File: src/rtl/mips_pkg.sv
// Shared pipeline constants: register-file geometry and write-back mux encodings.
package mips_pkg;

   localparam int unsigned XLEN       = 32;
   localparam int unsigned REG_ADDR_W = 5;
   localparam int unsigned NREGS      = 32;

   typedef logic [REG_ADDR_W-1:0] reg_addr_t;

   localparam reg_addr_t REG_ZERO = 5'd0;

   // Write-back result select, shared with the control unit.
   localparam logic WB_SEL_MEM = 1'b1;
   localparam logic WB_SEL_ALU = 1'b0;

endpackage

File: src/rtl/wb_regfile_if.sv
// DM/WB write-back request plus the two decode-stage read ports.
interface wb_regfile_if #(
   parameter int unsigned DATA_W = 32
) ();
   import mips_pkg::*;

   logic [DATA_W-1:0] wb_dm_out;
   logic [DATA_W-1:0] wb_dm_alu_out;
   reg_addr_t         wb_dm_rd_out_addr;
   logic              wb_dm_w_enable;
   logic              wb_dm_wb_mux_ctrl;

   reg_addr_t         rs1_addr;
   reg_addr_t         rs2_addr;
   logic [DATA_W-1:0] rs1_data;
   logic [DATA_W-1:0] rs2_data;

   logic [DATA_W-1:0] wb_data;
   logic              wb_commit;

   modport master (
      output wb_dm_out, wb_dm_alu_out, wb_dm_rd_out_addr, wb_dm_w_enable,
             wb_dm_wb_mux_ctrl, rs1_addr, rs2_addr,
      input  rs1_data, rs2_data, wb_data, wb_commit
   );

   modport slave (
      input  wb_dm_out, wb_dm_alu_out, wb_dm_rd_out_addr, wb_dm_w_enable,
             wb_dm_wb_mux_ctrl, rs1_addr, rs2_addr,
      output rs1_data, rs2_data, wb_data, wb_commit
   );

endinterface

File: src/rtl/regfile_read_port.sv
// One register-file read port: x0 forced to zero, optional same-cycle bypass.
module regfile_read_port #(
   parameter int unsigned DATA_W = 32
) (
   input  mips_pkg::reg_addr_t rd_addr,
   input  logic [DATA_W-1:0]   stored_data,
   input  mips_pkg::reg_addr_t byp_addr,
   input  logic [DATA_W-1:0]   byp_data,
   input  logic                byp_commit,
   output logic [DATA_W-1:0]   rd_data
);
   import mips_pkg::*;

   // x0 wins over bypass, bypass wins over stored contents
   always_comb begin
      rd_data = stored_data;
      if (rd_addr == REG_ZERO) begin
         rd_data = '0;
      end else if (byp_commit && (rd_addr == byp_addr)) begin
         rd_data = byp_data;
      end
   end

endmodule

File: src/rtl/wb_regfile.sv
// Write-back stage: result select, 31x XLEN register file, read ports, retired-write counter.
module wb_regfile #(
   parameter int unsigned XLEN  = 32,
   parameter int unsigned NREGS = 32,
   parameter int unsigned CNT_W = 32
) (
   input  logic                clk,
   input  logic                rst_n,
   wb_regfile_if.slave         bus,
   output logic [CNT_W-1:0]    retired_cnt,
   input  mips_pkg::reg_addr_t dbg_addr,
   output logic [XLEN-1:0]     dbg_data
);
   import mips_pkg::*;

   // x0 has no storage
   logic [XLEN-1:0]  regs_q [1:NREGS-1];
   logic [XLEN-1:0]  regs_d [1:NREGS-1];
   logic [CNT_W-1:0] cnt_q;
   logic [CNT_W-1:0] cnt_d;

   logic [XLEN-1:0]  wb_data;
   logic             wb_commit;
   logic             byp_commit;
   logic [XLEN-1:0]  rs1_stored;
   logic [XLEN-1:0]  rs2_stored;
   logic [XLEN-1:0]  dbg_stored;

   // result select and commit qualification
   always_comb begin
      wb_data = bus.wb_dm_alu_out;
      case (bus.wb_dm_wb_mux_ctrl)
         WB_SEL_MEM: wb_data = bus.wb_dm_out;
         WB_SEL_ALU: wb_data = bus.wb_dm_alu_out;
         default:    wb_data = bus.wb_dm_alu_out;
      endcase
      wb_commit  = bus.wb_dm_w_enable && (bus.wb_dm_rd_out_addr != REG_ZERO);
      // bypass is suppressed during reset so every read port reads zero
      byp_commit = wb_commit && rst_n;
   end

   assign bus.wb_data   = wb_data;
   assign bus.wb_commit = wb_commit;

   // next-state for storage and counter; only a commit touches state
   always_comb begin
      regs_d = regs_q;
      cnt_d  = cnt_q;
      if (wb_commit) begin
         regs_d[bus.wb_dm_rd_out_addr] = wb_data;
         cnt_d                         = cnt_q + CNT_W'(1);
      end
   end

   // storage and counter registers, asynchronously cleared
   always_ff @(posedge clk or negedge rst_n) begin
      if (!rst_n) begin
         for (int unsigned i = 1; i < NREGS; i++) begin
            regs_q[i] <= '0;
         end
         cnt_q <= '0;
      end else begin
         regs_q <= regs_d;
         cnt_q  <= cnt_d;
      end
   end

   assign retired_cnt = cnt_q;

   // stored-array lookups, x0 guarded before indexing
   always_comb begin
      rs1_stored = '0;
      rs2_stored = '0;
      dbg_stored = '0;
      if (bus.rs1_addr != REG_ZERO) rs1_stored = regs_q[bus.rs1_addr];
      if (bus.rs2_addr != REG_ZERO) rs2_stored = regs_q[bus.rs2_addr];
      if (dbg_addr     != REG_ZERO) dbg_stored = regs_q[dbg_addr];
   end

   regfile_read_port #(.DATA_W(XLEN)) u_rs1_port (
      .rd_addr     (bus.rs1_addr),
      .stored_data (rs1_stored),
      .byp_addr    (bus.wb_dm_rd_out_addr),
      .byp_data    (wb_data),
      .byp_commit  (byp_commit),
      .rd_data     (bus.rs1_data)
   );

   regfile_read_port #(.DATA_W(XLEN)) u_rs2_port (
      .rd_addr     (bus.rs2_addr),
      .stored_data (rs2_stored),
      .byp_addr    (bus.wb_dm_rd_out_addr),
      .byp_data    (wb_data),
      .byp_commit  (byp_commit),
      .rd_data     (bus.rs2_data)
   );

   // debug port shows stored contents only
   regfile_read_port #(.DATA_W(XLEN)) u_dbg_port (
      .rd_addr     (dbg_addr),
      .stored_data (dbg_stored),
      .byp_addr    (REG_ZERO),
      .byp_data    ('0),
      .byp_commit  (1'b0),
      .rd_data     (dbg_data)
   );

endmodule

File: src/flat_wrapper.sv
// flat-port wrapper written by rule: the top's interface ports become plain ports
module wb_regfile_flat import mips_pkg::*;
#(
   parameter int unsigned XLEN  = 32,
   parameter int unsigned NREGS = 32,
   parameter int unsigned CNT_W = 32
)
  (clk, rst_n, retired_cnt, dbg_addr, dbg_data, bus_wb_dm_out, bus_wb_dm_alu_out, bus_wb_dm_rd_out_addr, bus_wb_dm_w_enable, bus_wb_dm_wb_mux_ctrl, bus_rs1_addr, bus_rs2_addr, bus_rs1_data, bus_rs2_data, bus_wb_data, bus_wb_commit);
  wb_regfile_if #(.DATA_W(32)) bus_i ();
  input  logic clk;
  input  logic rst_n;
  output logic [CNT_W-1:0] retired_cnt;
  input  mips_pkg::reg_addr_t dbg_addr;
  output logic [XLEN-1:0] dbg_data;
  input wire logic [$bits(bus_i.wb_dm_out)-1:0] bus_wb_dm_out;
  input wire logic [$bits(bus_i.wb_dm_alu_out)-1:0] bus_wb_dm_alu_out;
  input wire logic [$bits(bus_i.wb_dm_rd_out_addr)-1:0] bus_wb_dm_rd_out_addr;
  input wire logic [$bits(bus_i.wb_dm_w_enable)-1:0] bus_wb_dm_w_enable;
  input wire logic [$bits(bus_i.wb_dm_wb_mux_ctrl)-1:0] bus_wb_dm_wb_mux_ctrl;
  input wire logic [$bits(bus_i.rs1_addr)-1:0] bus_rs1_addr;
  input wire logic [$bits(bus_i.rs2_addr)-1:0] bus_rs2_addr;
  output wire logic [$bits(bus_i.rs1_data)-1:0] bus_rs1_data;
  output wire logic [$bits(bus_i.rs2_data)-1:0] bus_rs2_data;
  output wire logic [$bits(bus_i.wb_data)-1:0] bus_wb_data;
  output wire logic [$bits(bus_i.wb_commit)-1:0] bus_wb_commit;
  assign bus_i.wb_dm_out = bus_wb_dm_out;
  assign bus_i.wb_dm_alu_out = bus_wb_dm_alu_out;
  assign bus_i.wb_dm_rd_out_addr = bus_wb_dm_rd_out_addr;
  assign bus_i.wb_dm_w_enable = bus_wb_dm_w_enable;
  assign bus_i.wb_dm_wb_mux_ctrl = bus_wb_dm_wb_mux_ctrl;
  assign bus_i.rs1_addr = bus_rs1_addr;
  assign bus_i.rs2_addr = bus_rs2_addr;
  assign bus_rs1_data = bus_i.rs1_data;
  assign bus_rs2_data = bus_i.rs2_data;
  assign bus_wb_data = bus_i.wb_data;
  assign bus_wb_commit = bus_i.wb_commit;
  wb_regfile #(.XLEN(XLEN), .NREGS(NREGS), .CNT_W(CNT_W)) u_core (.clk(clk), .rst_n(rst_n), .bus(bus_i), .retired_cnt(retired_cnt), .dbg_addr(dbg_addr), .dbg_data(dbg_data));
endmodule
File: config.mk
export PLATFORM = sky130hd
export DESIGN_NAME = wb_regfile_flat
export DESIGN_NICKNAME = d
export VERILOG_FILES = /design/src/rtl/mips_pkg.sv /design/src/rtl/wb_regfile_if.sv /design/src/rtl/regfile_read_port.sv /design/src/rtl/wb_regfile.sv /design/src/flat_wrapper.sv
export SDC_FILE = /design/constraint.sdc
export NUM_CORES = 2
export LEC_CHECK = 0
export BUFFER_PORTS_ARGS = -buffer_cell sky130_fd_sc_hd__buf_2
export CORE_ASPECT_RATIO = 0.75
export CORE_UTILIZATION = 52
export CTS_CLUSTER_SIZE = 28
export DETAILED_ROUTE_END_ITERATION = 16
export GPL_ROUTABILITY_DRIVEN = 0
export PLACE_DENSITY_LB_ADDON = 0.08
export SLEW_MARGIN = 20
export SYNTH_ARGS = -nofsm -noshare
export SYNTH_HDL_FRONTEND = slang
export SYNTH_HIERARCHICAL = 1
export SYNTH_SLANG_ARGS = --single-unit
File: constraint.sdc
create_clock -name clk -period 3.05 [get_ports clk]
set_input_delay 0.1525 -clock clk [delete_from_list [all_inputs] [get_ports clk]]
set_output_delay 0.1525 -clock clk [all_outputs]
set_load 0.005 [all_outputs]
Word-level counts from Yosys, hierarchy flattened --
Cells that the tools add are included.
Cells by class: reductions and logical operators 12, add/sub/neg operators 1, $lt $le $gt $ge 5, bitwise logic cells 5, eq/ne operators 2, muxes and demuxes 21
Operators with widths (number):
- $bwmux 992 | 1
- $bmux 32 s5 | 3
- $mux 32 | 15
- $demux 32 s5 | 1
- $pmux 32 s2 | 1
- $add 32x1->32 const B | 1
- $ge 6x6->1 const B | 4
- $not 5->6 | 4
- $reduce_bool 5->1 | 4
- $logic_not 5->1 | 3
- $eq 5x5->1 | 2
- $lt 6x1->1 const B | 1
- $logic_and 1x1->1 | 5
- $not 1->1 | 1
Word-level totals: flip-flop bits (word level) 1024, output and inout bits 161, logic and storage cells 78, bits of input ports 88

Depth between registers and ports, before layout --
depth after elaboration 7, gate-level depth with buffers 11, gate-level depth less buffers 6

Hierarchy --
Netlist, hierarchy kept.
Modules (own cells, without submodules):
- wb_regfile | cells each 5579, times used 1, seq. area each 25624.6 µm², area an instance 61134.9 µm²
- regfile_read_port | cells each 123, times used 3, seq. area each 0.0 µm², area an instance 640.6 µm²

Worst setup path before layout --
OpenSTA, ideal clock, no wires.
kind input to output, start in bus_wb_dm_rd_out_addr[2], end out bus_rs1_data[3], stages 9, data arrival time 1.877 ns, path slack 1.020 ns, required time 2.897 ns, cells stage by stage buf_2 nor3_2 a21oi_1 and2_1 and2_1 clkbuf_1 and2_1 buf_4 o21ai_0
Between the ends: longest elaborated chain between the ends 6
Ends and longest elaborated chain:
- start: declaration | line flat_wrapper.sv:17 | input wire logic [$bits(bus_i.wb_dm_rd_out_addr)-1:0] bus_wb_dm_rd_out_addr;
- $reduce_bool 5->1 | line wb_regfile.sv:37 | wb_commit = bus.wb_dm_w_enable && (bus.wb_dm_rd_out_addr != REG_ZERO);
- $logic_and 1x1->1 | line wb_regfile.sv:37
- net bus_wb_commit | line flat_wrapper.sv:25 | output wire logic [$bits(bus_i.wb_commit)-1:0] bus_wb_commit;
- $logic_and 1x1->1 | line wb_regfile.sv:39 | byp_commit = wb_commit && rst_n;
- net u_core.byp_commit | line wb_regfile.sv:24 | logic byp_commit;
- $logic_and 1x1->1 | line regfile_read_port.sv:19 | end else if (byp_commit && (rd_addr == byp_addr)) begin
- $mux 32 | line regfile_read_port.sv:19
- $mux 32 | line regfile_read_port.sv:17 | if (rd_addr == REG_ZERO) begin
- end: declaration | line flat_wrapper.sv:22 | output wire logic [$bits(bus_i.rs1_data)-1:0] bus_rs1_data;
The timed path passes the listed nets, and every way through them passes these cells.

Final worst setup path --
start reg u_core/regs_q[925] (netlist name), end out dbg_data[29]
Between the ends: longest elaborated chain between the ends 5
Ends and longest elaborated chain:
- start: declaration | line wb_regfile.sv:17 | logic [XLEN-1:0] regs_q [1:NREGS-1];
- start signal: assignment | line wb_regfile.sv:63 | regs_q <= regs_d;
- $bmux 32 s5 | line wb_regfile.sv:77 | if (dbg_addr != REG_ZERO) dbg_stored = regs_q[dbg_addr];
- $mux 32 (not written as such) (2 in series) | line wb_regfile.sv:77
- $mux 32 | line wb_regfile.sv:77
- net u_core.dbg_stored[29] | line wb_regfile.sv:27 | logic [XLEN-1:0] dbg_stored;
- $mux 32 | line regfile_read_port.sv:17
- end: declaration | line flat_wrapper.sv:14 | output logic [XLEN-1:0] dbg_data;
The timed path passes the listed nets, and every way through them passes these cells. The select of a mux whose other input is x is not followed.

==> results.sh <==
export IMPL_rsz0062_at_grt="false"
export IMPL_syn2layout_area_growth_pct=14.2
export IMPL_clock_sinks=1024
export IMPL_cts_buffers=109
export IMPL_clock_path_buffers=3
export IMPL_worstMarginPinSlew_ps=2010
export IMPL_startpoint_type="register"
export IMPL_syn_area_um2=63100
export IMPL_dp_hpwl_um=152000
export IMPL_drive_gt1_share_pct=25.0
export IMPL_core_um2=120000
export IMPL_power_density_nw_per_um2=638
export IMPL_clk_latency_ps=730
export IMPL_synth_cell_types=45
export IMPL_path_buf_inv=1
export IMPL_relSlewSlack_pct=-34.2
export IMPL_grt_antenna_before_repair=4
export IMPL_async_reset_ff_share_pct=100
export IMPL_drc_errors=0
export IMPL_htreeDepth=3
export IMPL_grt_max_degree=173
export IMPL_outcome="complete, but fails checks"
export IMPL_vias=53290
export IMPL_crit_chain="mux2_2, a22o_1, a211oi_1, o31ai_1, nand2_1, o21ai_0, buf_2"
export IMPL_cp_required_ps=2900
export IMPL_ys_flop_type="dfrtp_1"
export IMPL_numPortBuffers=248
export IMPL_pin_count=249
export IMPL_cp_end_kind="output port"
export IMPL_crit_arrival_ps=2890
export IMPL_drt_iter0_drc=6926
export IMPL_post_route_min_period_ps=3040
export IMPL_overflow=0
export IMPL_clock_skew_ps=5.17
export IMPL_drt_total_wl_um=244000
export IMPL_drv_cap=0
export IMPL_finalHoldViolations=0
export IMPL_ys_seq_area_share_pct=40.6
export IMPL_vdd_drop_max_uv=476
export IMPL_crit_fanout=4
export IMPL_p_leak_nw=30.4
export IMPL_grt_pass1_vias=50812
export IMPL_die_h_um=304
export IMPL_violations="slew limit"
export IMPL_crit_type="register to output port"
export IMPL_dr_pass1_iters=6
export IMPL_cts_setup_buffers=0
export IMPL_routedWlPerCell_um=31.3
export IMPL_crit_path_max_incr_delay_ps=620
export IMPL_die_area_um2=123000
export IMPL_die_w_um=404
export IMPL_fmax_mhz=329
export IMPL_avgSynthCellArea_um2=10.6
export IMPL_clkSlewWorstSetupHoldPaths_ps=60
export IMPL_cp_top_family="compound AO/OA/AOI/OAI gates"
export IMPL_start_util_pct=52.5
export IMPL_layout_nets=6172
export IMPL_slew_viol_final=67
export IMPL_fin_crit_sh_pct=99.7
export IMPL_yosysWarnings=6
export IMPL_cts_root_buf="clkbuf_16"
export IMPL_worst_path_max_delay_cell="a211oi_1"
export IMPL_synth_cells=5948
export IMPL_hold_class="input pin to register"
export IMPL_tritoncts="built"
export IMPL_fillers=9959
export IMPL_ant_nets=0
export IMPL_synth_seq_cells=1024
export IMPL_tns_ps=0
export IMPL_rows=110
export IMPL_vias_per_cell=6.83
export IMPL_synth_edff_count=0
export IMPL_setup_viol=0
export IMPL_total_power_w=0.0460
export IMPL_globalRouteTotalUtil_pct=39.9
export IMPL_grt_pass1_wl_um=355000
[registers in the layout, indices dropped and copies added, names as in the netlist]
register            count
u_core/retired_cnt     32
u_core/regs_q         992
[power by group]
part / switching (W) / internal, W / total, W
logic: 0.00608 / 0.00674 / 0.0128
clock network: 0.00600 / 0.00753 / 0.0135
registers: 0.00307 / 0.0165 / 0.0196
total: 0.0151 / 0.0308 / 0.0460
[cell families (layout without fill, tap and decap cells)]
| kind of cell | count (synthesis) | after routing | share of synthesized area [%] |
|---|---|---|---|
| simple gates | 1421 | 1421 | 9.71 |
| xor+xnor | 46 | 46 | 0.639 |
| mux | 994 | 994 | 27.4 |
| fa+ha+maj | 1 | 1 | 0.0198 |
| other cells | 1 | 45 | 0.00595 |
| compound gates | 1762 | 1762 | 16.7 |
| buf+inv | 699 | 882 | 4.90 |
| flops | 1024 | 1024 | 40.6 |
[worst register-to-register path, delay by kind of cell (launching register included)]
| family | cells | cell delay, ps |
|---|---|---|
| compound gates | 1 | 820 |
| xor+xnor | 1 | 180 |
| flops | 1 | 440 |
| simple gates | 2 | 380 |
[area by class of cell]
type                            instances  area (µm²)  area share (%)
Multi-Input combinational cell       4262       35000            48.7
Sequential cell                      1024       25600            35.6
Timing Repair Buffer                  647        5620            7.80
Clock buffer                          142        3000            4.17
Tap cell                             1624        2030            2.82
Clock inverter                         54         531           0.737
Inverter                               39         146           0.203
Antenna cell                            7        17.5          0.0243
[routing by layer]
metal,GRT usage [%],wire length (µm),vias up
li1,-,-,22441
met5,0.572,67,-
met2,56.5,103000,3492
met1,56.9,97700,26753
met4,16.1,10800,2
met3,12.8,32400,602
[stage by stage]
stage | setup slack, ps | instance area [µm²] | util (%) | instances | hold slack, ps
3_5_place_dp | 183 | 67800 | 56.5 | 7536 | 24.9
6_report | 9.51 | 72000 | 59.9 | 7799 | 29.8
4_1_cts | 2.96 | 72000 | 59.9 | 7792 | 6.21
5_1_grt | 7.58 | 72000 | 59.9 | 7795 | 22.6
3_3_place_gp | 168 | 67800 | 56.5 | 7536 | 21.0
2_1_floorplan | 1020 | 63200 | - | 5985 | -143
[cells in the final DEF, fill, tap and decap left out, types with 8 or more instances in the layout]
cell type / netlist / layout
dfrtp_1: 1024 / 1024
nand2_1: 606 / 589
mux4_2: 576 / 576
o21ai_0: 551 / 547
nor2_1: 533 / 518
a21oi_1: 513 / 513
mux2i_1: 322 / 290
a22o_1: 287 / 287
buf_4: 42 / 256
buf_2: 117 / 231
o21ai_1: 121 / 124
clkbuf_16: 0 / 111
nand4_1: 110 / 110
and2_1: 107 / 100
o22ai_1: 96 / 96
a211oi_1: 97 / 96
mux2_2: 96 / 96
o31ai_1: 96 / 93
buf_12: 0 / 90
dlygate4sd3_1: 0 / 60
conb_1: 1 / 38
inv_1: 39 / 36
xnor2_1: 31 / 31
clkinv_2: 0 / 23
clkbuf_1: 462 / 20
mux2i_2: 0 / 19
nor2_4: 4 / 19
clkinvlp_4: 0 / 16
nand3_1: 16 / 16
xor2_1: 15 / 15
mux2i_4: 0 / 13
clkbuf_8: 0 / 11
nand2_2: 0 / 9
nor2b_4: 0 / 9
nand2_4: 0 / 8
[what timing repair did]
item,4_1_cts,5_1_grt
endpoints found under the setup margin,2,6
pin swaps,0,0
hold buffers,60,0
gates resized for setup,2,7
endpoints found under the hold margin,809,0
[synth_stat cells, types with 4 or more instances]
cell type / instances / area share (%)
nor2b_1: 9 / 0.089
mux4_2: 576 / 21
o21ai_0: 551 / 4.4
inv_1: 39 / 0.23
nand4_1: 110 / 1.1
nor3b_1: 4 / 0.048
o31ai_1: 96 / 1.1
a22o_1: 287 / 4.0
mux2_2: 96 / 1.7
xnor2_1: 31 / 0.43
xor2_1: 15 / 0.21
nand2_1: 606 / 3.6
nor2_4: 4 / 0.071
mux2i_1: 322 / 5.1
clkbuf_1: 462 / 2.8
nand2b_1: 6 / 0.060
and2_1: 107 / 1.1
nor2_1: 533 / 3.2
o21ai_1: 121 / 0.96
nor3_1: 5 / 0.040
nand3b_1: 4 / 0.048
a211oi_1: 97 / 1.2
buf_4: 42 / 0.50
a21oi_1: 513 / 4.1
nand3_1: 16 / 0.13
dfrtp_1: 1024 / 41
o22ai_1: 96 / 0.95
buf_2: 117 / 0.93
buf_1: 18 / 0.11
buf_6: 20 / 0.36
[path summary, 6_finish.rpt]
path,endpoint,slack [ps],cells after the start,startpoint
max,dbg_data[29],10,7,u_core/regs_q[925]$_DFFE_PN0P_
min in group asynchronous,u_core/regs_q[50]$_DFFE_PN0P_,110,3,rst_n
min reg2reg,u_core/retired_cnt[31]$_DFFE_PN0P_,490,1,u_core/retired_cnt[31]$_DFFE_PN0P_
max in group asynchronous,u_core/regs_q[40]$_DFFE_PN0P_,1650,4,rst_n
max reg2reg,u_core/retired_cnt[25]$_DFFE_PN0P_,1120,4,u_core/retired_cnt[2]$_DFFE_PN0P_
min,u_core/regs_q[78]$_DFFE_PN0P_,30,4,bus_wb_dm_alu_out[14]
Note: power is estimated with default switching activity, not from simulation.
